File: config.mk
export PLATFORM = sky130hd
export DESIGN_NAME = spi_master_engine
export DESIGN_NICKNAME = d
export VERILOG_FILES = /design/src/rtl/spi_master_engine.sv
export SDC_FILE = /design/constraint.sdc
export NUM_CORES = 1
export LEC_CHECK = 0
export CAP_MARGIN = 20
export CORE_ASPECT_RATIO = 1.4
export CORE_MARGIN = 1
export CORE_UTILIZATION = 30
export CTS_CLUSTER_SIZE = 25
export DETAILED_ROUTE_END_ITERATION = 12
export PLACE_DENSITY = 0.49
export SLEW_MARGIN = 0
export SYNTH_ARGS = -nofsm -noshare
export SYNTH_HDL_FRONTEND = slang
export SYNTH_SLANG_ARGS = --single-unit
File: constraint.sdc
create_clock -name pclk -period 2.8 [get_ports pclk]
set_clock_uncertainty 0.1 [all_clocks]
set_input_delay 0.42 -clock pclk [delete_from_list [all_inputs] [get_ports pclk]]
set_output_delay 0.42 -clock pclk [all_outputs]
set_load 0.005 [all_outputs]
File: src/rtl/spi_master_engine.sv
// spi_master_engine: byte-level SPI mode-0 master (CPOL=0, CPHA=0, MSB first).
// Pops TX bytes from a FWFT FIFO, drives cs/scl/mosi, samples miso and pushes
// received bytes to the RX FIFO while the programmed RX byte count is non-zero.
// Dummy 0xFF bytes are shifted out whenever RX bytes are owed but TX is empty.
module spi_master_engine #(
    parameter int CLK_FREC = 50000000,
    parameter int SCL_FREC = 9600,
    parameter int CNT_W    = 16
) (
    input  logic             pclk,
    input  logic             preset,
    input  logic [7:0]       tx_data,
    input  logic             tx_empty,
    output logic             tx_rd,
    output logic [7:0]       rx_data,
    output logic             rx_wr,
    input  logic             rx_full,
    input  logic             len_wr,
    input  logic [CNT_W-1:0] len_wdata,
    output logic [CNT_W-1:0] rx_remaining,
    output logic             rx_overflow,
    output logic             busy,
    input  logic             miso,
    output logic             mosi,
    output logic             scl,
    output logic             cs
);

    // pclk cycles per scl half-period
    localparam int HALF = CLK_FREC / (2 * SCL_FREC);
    localparam int HW   = (HALF > 1) ? $clog2(HALF) : 1;
    localparam logic [HW-1:0] HALF_LAST = HW'(HALF - 1);

    if (HALF < 1) begin : g_half_chk
        $error("spi_master_engine: CLK_FREC/(2*SCL_FREC) must be at least 1");
    end

    typedef enum logic [2:0] {
        S_IDLE,
        S_LEAD,
        S_SHIFT,
        S_NEXT,
        S_TRAIL
    } state_t;

    state_t           state_q, state_d;
    logic [HW-1:0]    cnt_q, cnt_d;       // pclk count inside a half-period
    logic [3:0]       half_q, half_d;     // half-period index inside SHIFT (0..15)
    logic [7:0]       tx_sr_q, tx_sr_d;
    logic [7:0]       rx_sr_q, rx_sr_d;
    logic             scl_q, scl_d;
    logic             mosi_q, mosi_d;
    logic             cs_q, cs_d;
    logic             rx_wr_q, rx_wr_d;
    logic [7:0]       rx_data_q, rx_data_d;
    logic [CNT_W-1:0] rem_q, rem_d;
    logic             ovf_q, ovf_d;

    logic             half_done;
    logic             owed;               // byte finishing in NEXT is owed to RX
    logic             load;               // start a new byte this cycle

    assign half_done = (cnt_q == HALF_LAST);

    // RX byte counter and sticky overflow; a register write beats the NEXT decrement
    always_comb begin
        rem_d = rem_q;
        ovf_d = ovf_q;
        owed  = 1'b0;
        if (state_q == S_NEXT && rem_q != '0) begin
            owed  = 1'b1;
            rem_d = rem_q - CNT_W'(1);
            if (rx_full) begin
                ovf_d = 1'b1;
            end
        end
        if (len_wr) begin
            rem_d = len_wdata;
            ovf_d = 1'b0;
        end
    end

    // FSM next state, bit timing and shift registers
    always_comb begin
        state_d   = state_q;
        cnt_d     = cnt_q;
        half_d    = half_q;
        tx_sr_d   = tx_sr_q;
        rx_sr_d   = rx_sr_q;
        rx_wr_d   = 1'b0;
        rx_data_d = rx_data_q;
        load      = 1'b0;
        tx_rd     = 1'b0;

        case (state_q)
            S_IDLE: begin
                cnt_d  = '0;
                half_d = '0;
                if (!tx_empty || rem_q != '0) begin
                    load    = 1'b1;
                    state_d = S_LEAD;
                end
            end
            S_LEAD: begin
                if (half_done) begin
                    // first scl rise: sample bit 7 of the incoming byte
                    cnt_d   = '0;
                    half_d  = '0;
                    rx_sr_d = {rx_sr_q[6:0], miso};
                    state_d = S_SHIFT;
                end else begin
                    cnt_d = cnt_q + HW'(1);
                end
            end
            S_SHIFT: begin
                if (half_done) begin
                    cnt_d = '0;
                    if (half_q == 4'd15) begin
                        state_d = S_NEXT;
                    end else begin
                        half_d = half_q + 4'd1;
                        if (half_q[0]) begin
                            // low -> high: rising edge, sample miso
                            rx_sr_d = {rx_sr_q[6:0], miso};
                        end else if (half_q != 4'd14) begin
                            // high -> low: falling edge, present next bit (not after bit 0)
                            tx_sr_d = {tx_sr_q[6:0], 1'b0};
                        end
                    end
                end else begin
                    cnt_d = cnt_q + HW'(1);
                end
            end
            S_NEXT: begin
                cnt_d  = '0;
                half_d = '0;
                if (owed && !rx_full) begin
                    rx_wr_d   = 1'b1;
                    rx_data_d = rx_sr_q;
                end
                // pending work uses the counter value after decrement / write
                if (!tx_empty || rem_d != '0) begin
                    load    = 1'b1;
                    state_d = S_LEAD;
                end else begin
                    state_d = S_TRAIL;
                end
            end
            S_TRAIL: begin
                if (half_done) begin
                    cnt_d   = '0;
                    state_d = S_IDLE;
                end else begin
                    cnt_d = cnt_q + HW'(1);
                end
            end
            default: begin
                state_d = S_IDLE;
            end
        endcase

        if (load) begin
            tx_sr_d = tx_empty ? 8'hFF : tx_data;
            tx_rd   = !tx_empty && !preset;
        end
    end

    // Pin values are registered from the next state so they change cleanly on pclk
    always_comb begin
        cs_d   = (state_d == S_IDLE);
        scl_d  = (state_d == S_SHIFT) && !half_d[0];
        mosi_d = (state_d != S_IDLE) && tx_sr_d[7];
    end

    // State and datapath registers
    always_ff @(posedge pclk or posedge preset) begin
        if (preset) begin
            state_q   <= S_IDLE;
            cnt_q     <= '0;
            half_q    <= '0;
            tx_sr_q   <= '0;
            rx_sr_q   <= '0;
            scl_q     <= 1'b0;
            mosi_q    <= 1'b0;
            cs_q      <= 1'b1;
            rx_wr_q   <= 1'b0;
            rx_data_q <= '0;
            rem_q     <= '0;
            ovf_q     <= 1'b0;
        end else begin
            state_q   <= state_d;
            cnt_q     <= cnt_d;
            half_q    <= half_d;
            tx_sr_q   <= tx_sr_d;
            rx_sr_q   <= rx_sr_d;
            scl_q     <= scl_d;
            mosi_q    <= mosi_d;
            cs_q      <= cs_d;
            rx_wr_q   <= rx_wr_d;
            rx_data_q <= rx_data_d;
            rem_q     <= rem_d;
            ovf_q     <= ovf_d;
        end
    end

    assign scl          = scl_q;
    assign mosi         = mosi_q;
    assign cs           = cs_q;
    assign rx_wr        = rx_wr_q;
    assign rx_data      = rx_data_q;
    assign rx_remaining = rem_q;
    assign rx_overflow  = ovf_q;
    assign busy         = (state_q != S_IDLE);

endmodule

After elaboration in Yosys (flattened, before gate mapping)

Index checks and enable logic that the tools add are counted.

Register bits after elaboration: 64
Input port bits: 30
Output and inout bits: 31
Word-level logic and storage cells: 100

$add $sub $neg: 3
Equal/unequal tests: 14
Muxes and demuxes: 37
Reductions and logical operators: 32

Operator list:

| operator                                             | number |
|---|---|
| two-way mux 8 bit                                    | 11 |
| two-way mux 16 bit                                   | 2 |
| nonzero test 16 bit                                  | 2 |
| one-hot mux 12 bit (2 select lines)                  | 1 |
| two-way mux 3 bit                                    | 6 |
| one-hot mux 8 bit (2 select lines)                   | 1 |
| subtractor 16 x 1 -> 16 bit (second input constant)  | 1 |
| one-hot mux 3 bit (5 select lines)                   | 1 |
| nonzero test 2 bit                                   | 7 |
| adder 12 x 1 -> 12 bit (second input constant)       | 1 |
| equality test 12 bit (second input constant)         | 1 |
| two-way mux 12 bit                                   | 1 |
| two-way mux 4 bit                                    | 3 |
| one-hot mux 4 bit (3 select lines)                   | 1 |
| inequality test 2 bit (second input constant)        | 5 |
| AND reduction 5 bit                                  | 2 |
| equality test 3 x 2 -> 1 bit (second input constant) | 3 |
| two-way mux 1 bit                                    | 9 |
| nonzero test 3 bit                                   | 3 |
| zero test 3 bit                                      | 2 |
| logical AND 1 bit                                    | 5 |
| adder 4 x 1 -> 4 bit (second input constant)         | 1 |
| equality test 4 bit (second input constant)          | 1 |
| zero test 1 bit                                      | 4 |
| other kinds (10)                                     | 12 |

Depth between registers and ports, before layout

Gate-level depths: netlist (run 1).

Depth after elaboration: 10
Depth in mapped cells: 11

Least setup slack after synthesis (run 1)

OpenSTA, ideal clock, no wires.

Kind: register to register
Start point: reg rem_q[6] (netlist: rx_remaining[6])
End point: reg mosi_q (netlist: mosi)
Arrival time: 2.832 ns
Path slack: -0.258 ns
Cell stages (with the launch flop): 10
Clock period less this slack: 3.058 ns
Cells stage by stage: dfrtp_1 -> or4_4 -> buf_6 -> or4_4 -> a211o_1 -> o31a_1 -> nor4_4 -> a41o_1 -> buf_6 -> o21ai_2

Word-level cells in the longest chain between the ends: 10
Elaborated cells between the ends (all ways): 17
Classes of those cells: add/sub (1); mux (9); reduce/logical (7)

RTL lines:

| element                                                                             | line | text |
|---|---|---|
| start: declaration                                                                  | 56   | `logic [CNT_W-1:0] rem_q, rem_d;` |
| start signal: assignment                                                            | 201  | `rem_q <= rem_d;` |
| parallel branches: the longest is 9 deep, another holds subtractor 16 x 1 -> 16 bit | -    |  |
| logical AND 1 bit *                                                                 | 172  | `mosi_d = (state_d != S_IDLE) && tx_sr_d[7];` |
| via mosi_d                                                                          | 52   | `logic mosi_q, mosi_d;` |
| end signal: assignment                                                              | 197  | `mosi_q <= mosi_d;` |
| end: declaration                                                                    | 52   |  |

Mark *: on every way through the listed nets, which the timed path passes.
A chain may end at the register's enable or synchronous reset.

Final worst setup path (run 1)

Start point: reg rem_q[2] (netlist: rx_remaining[2])
End point: reg tx_sr_q[6]

Word-level cells in the longest chain between the ends: 10
Elaborated cells between the ends (all ways): 18
Classes of those cells: add/sub (1); eq/ne (2); mux (6); reduce/logical (9)

RTL lines:

| element                                                                             | line | text |
|---|---|---|
| parallel branches: the longest is 7 deep, another holds subtractor 16 x 1 -> 16 bit | -    |  |
| one-hot mux 1 bit (2 select lines) *                                                | 95   | `case (state_q)` |
| inequality test 2 bit (no line) (tied with other cells)                             | -    |  |
| AND reduction 5 bit (no line)                                                       | -    |  |
| end signal: assignment                                                              | 194  | `tx_sr_q <= tx_sr_d;` |
| end: declaration                                                                    | 49   | `logic [7:0] tx_sr_q, tx_sr_d;` |

Every way passes the cells marked *.

==> impl_metrics.json, run 1 <==
{
  "ys_seq_area_frac": 0.474,
  "synthTopCellsByArea": "dfrtp_1 47%, mux2_2 5.7%, o21ai_1 3.7%, nor2_1 3.4%, nor3_1 3.0%",
  "synth_cell_types": 53,
  "clkTransAtPathRegs_ps": 60,
  "ys_dominant_reg_cell": "dfrtp_1",
  "cp.required_ps": 2910,
  "power.leakage_nw": 2.15,
  "cts_made_buffers": 9,
  "synth_seq_cells": 64,
  "synth_nets": 377,
  "finish.instance_area_um2": 4950,
  "diodes": 0,
  "grt_first_pass_wirelength_um": 15300,
  "grt_setup_unrepaired": "yes",
  "cts_hold_buf": 0,
  "core_um2": 10900,
  "post-route-period-util": 1.06,
  "crit_fanout": 10,
  "n_fill_cell": 1076,
  "dp_hpwl_um": 7180,
  "irDropWorstVdd_mv": 0.496,
  "drtAntennaViolNets": 0,
  "via_per_inst": 5.07,
  "slew_headroom": 0.389,
  "final_util": 0.453,
  "io_pins": 61,
  "die_w_um": 91.8,
  "drive_above_1_share": 0.256,
  "maxCapViolCount": 0,
  "final_common_cell": "dfrtp_1",
  "hold_viol": 0,
  "cts_max_level": 3,
  "place_area_um2": 4550,
  "place.gp.congestion": 0.852,
  "wl_per_cell_um": 15.7,
  "rows": 45,
  "start_util": 0.310,
  "worstSetupPathType": "flop to flop",
  "fin_crit_ps": 2960,
  "synthCells": 342,
  "yosysTopAreaCell": "dfrtp_1",
  "drt_iter0_markers": 102,
  "async_reset_ff_frac": 1.00,
  "root_buffer": "clkbuf_16",
  "synth_edf_count": 0,
  "setup_viol": 10,
  "endpoint_kind": "flop",
  "finalPower_mw": 2.53,
  "fmax_mhz": 338,
  "routed_wl_um": 9480,
  "status": "complete, but fails checks",
  "cts.sinks": 64,
  "port_buffers": 60,
  "hold_ws_ps": 311,
  "insertion_delay_ps": 330,
  "yosysWarningCount": 0,
  "track_usage": 0.171,
  "min-delay-path-class": "input port to asynchronous set/reset pin",
  "layout_common_cells": "63 x dfrtp_1, 60 x clkdlybuf4s50_1, 55 x buf_4",
  "synthesis.area_um2": 3380,
  "die-area_um2": 11700,
  "final_nets": 494,
  "synth_top_area_share": 0.466,
  "drtPass1Iterations": 5,
  "clockBufferDepth": 2,
  "grt_max_degree": 52,
  "tightestPinTransition_ps": 914,
  "fin_ws_ps": -163,
  "crit_path_start_kind": "flop",
  "crit_path_start": "rx_remaining[2]",
  "arrival_ps": 3070,
  "antenna_found_initial": 0,
  "r2r_slack_ps": -160,
  "drc_errors": 0,
  "grt_pass1_vias": 3148,
  "slew_violations": 0,
  "syn_avg_cell_area_um2": 9.89,
  "power_density_nw_per_um2": 511,
  "vias": 3065,
  "die_h_um": 128,
  "cts_tree": "done",
  "grt_overflow": 0,
  "violations": "negative setup slack",
  "r2r_start": "rx_remaining[2]",
  "area_delta_synth_final_pct": 46.2
}
## cells by family after synthesis
family	synth area share
AND/OR/NAND/NOR	0.221
AO/OA/AOI/OAI	0.153
flip-flops	0.474
multiplexers	0.0806
buffers and inverters	0.0300
XOR/XNOR	0.0233
adder cells (fa/ha/maj)	0.0185
## metrics by stage
step / setup TNS, ps / setup WS (ps) / std cells
floorplan: -1750 / -177 / 342
global placement: -1620 / -169 / 586
detailed placement: -1620 / -164 / 586
CTS: -1650 / -169 / 604
global route: -2720 / -276 / 605
finish: -1580 / -163 / 605
## critical path: stages (launching register included)
cell	delay [ps]
dfrtp_1	370
or4_4	560
or4_4	560
a211o_1	290
o31a_1	270
nor4_4	230
a41o_1	250
buf_12	150
a21oi_2	50
## layer usage
| metal | GRT usage | vias to the layer above | share of wire |
|---|---|---|---|
| met5 | 0 | - | 0 |
| met3 | 0.0231 | 31 | 0.042 |
| met2 | 0.295 | 98 | 0.50 |
| met4 | 0.124 | 0 | 0.057 |
| met1 | 0.195 | 1457 | 0.40 |
| li1 | - | 1479 | - |
## repair_timing
action | CTS | global route
setup endpoints to repair | 11 | 11
pin swaps | 0 | 4
resized for setup | 2 | 7
setup buffers | 2 | 1
gates cloned | 0 | 0
hold endpoints to repair | 0 | 0
## registers in the layout, summed over array words and instances (netlist names)
name and flops:
rx_remaining 16, cnt_q 12, rx_data 8, rx_sr_q 8, tx_sr_q 8, half_q 4, state_q 3, cs 1
mosi 1, rx_overflow 1, rx_wr 1, scl 1
## synth_stat cells, drive strengths merged, types with 5 or more instances
library cell,instances
nand3,11
or4,6
nand2,18
or3,8
inv,11
ha,5
mux2i,7
nor2,31
dfrtp,63
and3,10
nor3,20
xor2,5
mux2,18
clkbuf,10
a21oi,18
o21ai,37
nand2b,11
## path summary, 6_finish.rpt
check                                    to  cells past startpoint
max                              tx_sr_q[6]                      8
min                        rx_remaining[12]                      2
max reg2reg                      tx_sr_q[6]                      8
min reg2reg                     rx_overflow                      2
max in group asynchronous                cs                      3
min in group pclk               rx_overflow                      2
## where the power goes
part,total [mW],internal (mW),switching [mW]
registers,0.978,0.958,0.0195
clock network,1.23,0.790,0.440
logic,0.323,0.177,0.146
total,2.53,1.92,0.605
## layout make-up
type / count / area, um^2 / area share
clock buffers: 9 / 225 / 0.0455
clock inverters: 7 / 104 / 0.0210
inverters: 11 / 41.3 / 0.00835
multi-input cells: 255 / 1730 / 0.350
flip-flops and latches: 64 / 1600 / 0.324
well taps: 141 / 176 / 0.0357
repair buffers: 118 / 1060 / 0.215
(Power assumes the default switching activity.)
==> run 2: changes to the inputs <==
--- a/config.mk
+++ b/config.mk
@@ -11,7 +11,8 @@
 export CORE_UTILIZATION = 30
 export CTS_CLUSTER_SIZE = 25
 export DETAILED_ROUTE_END_ITERATION = 12
-export PLACE_DENSITY = 0.49
+export PLACE_DENSITY = 0.57
+export SKIP_CTS_REPAIR_TIMING = 1
 export SLEW_MARGIN = 0
 export SYNTH_ARGS = -nofsm -noshare
 export SYNTH_HDL_FRONTEND = slang
==> impl_metrics.json, run 2 (synthesized netlist as in run 1, its figures left out) <==
{
  "clkPwrFrac": 0.464,
  "drive_above_1_share": 0.247,
  "power.leakage_nw": 2.13,
  "drtAntennaViolNets": 0,
  "pwr-share-seq": 0.403,
  "drt_iter0_markers": 150,
  "maxCapViolCount": 0,
  "antenna_found_initial": 0,
  "setup_viol": 10,
  "fmax_mhz": 341,
  "worstSetupPathType": "flop to flop",
  "diodes": 0,
  "use_met2": 0.292,
  "cp_slowest_cell": "or4_4",
  "cts_tree": "done",
  "fin_crit_ps": 2940,
  "instances_no_fill": 603,
  "rows": 45,
  "final_nets": 492,
  "final_common_cell": "dfrtp_1",
  "area_delta_synth_final_pct": 44.8,
  "post-route-period-util": 1.05,
  "clockBufferDepth": 2,
  "dp_hpwl_um": 7100,
  "endpoint_kind": "flop",
  "cts_made_buffers": 9,
  "vias": 3032,
  "cts.sinks": 64,
  "io_pins": 61,
  "via_per_inst": 5.03,
  "p_int_mw": 1.85,
  "die_h_um": 128,
  "crit_fanout": 10,
  "die-area_um2": 11700,
  "insertion_delay_ps": 320,
  "wl_per_cell_um": 15.6,
  "switching_share": 0.238,
  "grt_first_pass_wirelength_um": 15200,
  "fin_ws_ps": -136,
  "power_density_nw_per_um2": 496,
  "irDropWorstVdd_mv": 0.454,
  "tightestPinTransition_ps": 826,
  "top_usage_layer": "met2",
  "cp.required_ps": 2900,
  "core_um2": 10900,
  "hold_viol": 0,
  "dp_cells": 586,
  "port_buffers": 60,
  "power.switching_mw": 0.578,
  "place_area_um2": 4560,
  "cpLargestDelayFamily": "simple AND/OR/NAND/NOR gates",
  "drc_errors": 0,
  "drtPass1Iterations": 4,
  "track_usage": 0.167,
  "path_cells": "or4_4, buf_4, nor3_4, buf_4, o41a_1, a2bb2oi_1, or3_1, nor3_2, a41o_1, buf_12, a21oi_2",
  "arrival_ps": 3040,
  "clkTransAtPathRegs_ps": 60,
  "die_w_um": 91.8,
  "slew_violations": 0,
  "grt_setup_unrepaired": "yes",
  "crit_buf_inv": 3,
  "min-delay-path-class": "input port to asynchronous set/reset pin",
  "grt_overflow": 0,
  "combPwrFrac": 0.133,
  "crit_path_start_kind": "flop",
  "n_fill_cell": 1096,
  "root_buffer": "clkbuf_16",
  "critPathMostFrequentCell": "buf_4",
  "use_met3": 0.0279,
  "grt_max_degree": 46,
  "slowest_delay_ps": 580,
  "cts_max_level": 3,
  "start_util": 0.310,
  "finish.instance_area_um2": 4900,
  "slew_headroom": 0.448,
  "status": "complete, but fails checks",
  "largest_reg_flops": 16,
  "met1_usage": 0.189,
  "place.gp.congestion": 0.879,
  "setup-tns-final_ps": -1250,
  "violations": "negative setup slack",
  "layout_common_cells": "63 x dfrtp_1, 60 x clkdlybuf4s50_1, 53 x buf_4",
  "grt_pass1_vias": 3063,
  "routed_wl_um": 9420
}
==> run 2: metrics by stage <==
step	worst slack (ps)	hold slack (ps)	utilization	power, mW
finish	-136	376	0.448	2.43
global route	-235	414	0.448	2.53
CTS	-306	384	0.446	2.46
detailed placement	-290	393	0.418	1.32
global placement	-263	384	0.418	1.32
floorplan	-177	361	-	1.12
==> run 2: area by class of cell <==
cell class	count	area [um^2]	share of cell area
Sequential cell	64	1600	0.327
Clock buffer	10	239	0.0488
Timing Repair Buffer	116	1060	0.216
Tap cell	141	176	0.0360
Inverter	11	41.3	0.00843
Multi-Input combinational cell	255	1710	0.350
Clock inverter	6	67.6	0.0138
==> run 2: power by group through the flow <==
stage / Combinational, mW / Clock, mW / Sequential (mW)
after floorplan: 0.112 / 0 / 1.01
after global placement: 0.321 / 0 / 0.994
after detailed placement: 0.322 / 0 / 0.996
after CTS: 0.324 / 1.16 / 0.979
after global routing: 0.351 / 1.19 / 0.982
final: 0.324 / 1.13 / 0.979
==> run 2: layer usage <==
metal	vias up	part of all wire	routed length (um)
met2	90	0.50	4710
met4	0	0.047	442
met1	1442	0.40	3790
met5	-	0	0
met3	28	0.051	479
li1	1472	-	-
==> run 2: final timing paths <==
kind                            startpoint               end  slack, ps  cells past startpoint
hold / removal                      preset  rx_remaining[14]        380                      2
min in group pclk                 cnt_q[0]          cnt_q[0]        400                      1
max in group asynchronous           preset                cs       1570                      3
setup / recovery           rx_remaining[9]        tx_sr_q[7]       -140                     11
setup reg to reg           rx_remaining[9]        tx_sr_q[7]       -140                     11
hold reg to reg                   cnt_q[0]          cnt_q[0]        400                      1
==> run 2: worst register-to-register path: cells and delay by family, from the launching register on <==
kind                   cells  cell delay, ps
DFF                        1             370
AOI/OAI and AO/OA          4             510
buffers and inverters      3             490
and+or+nand+nor            4            1330
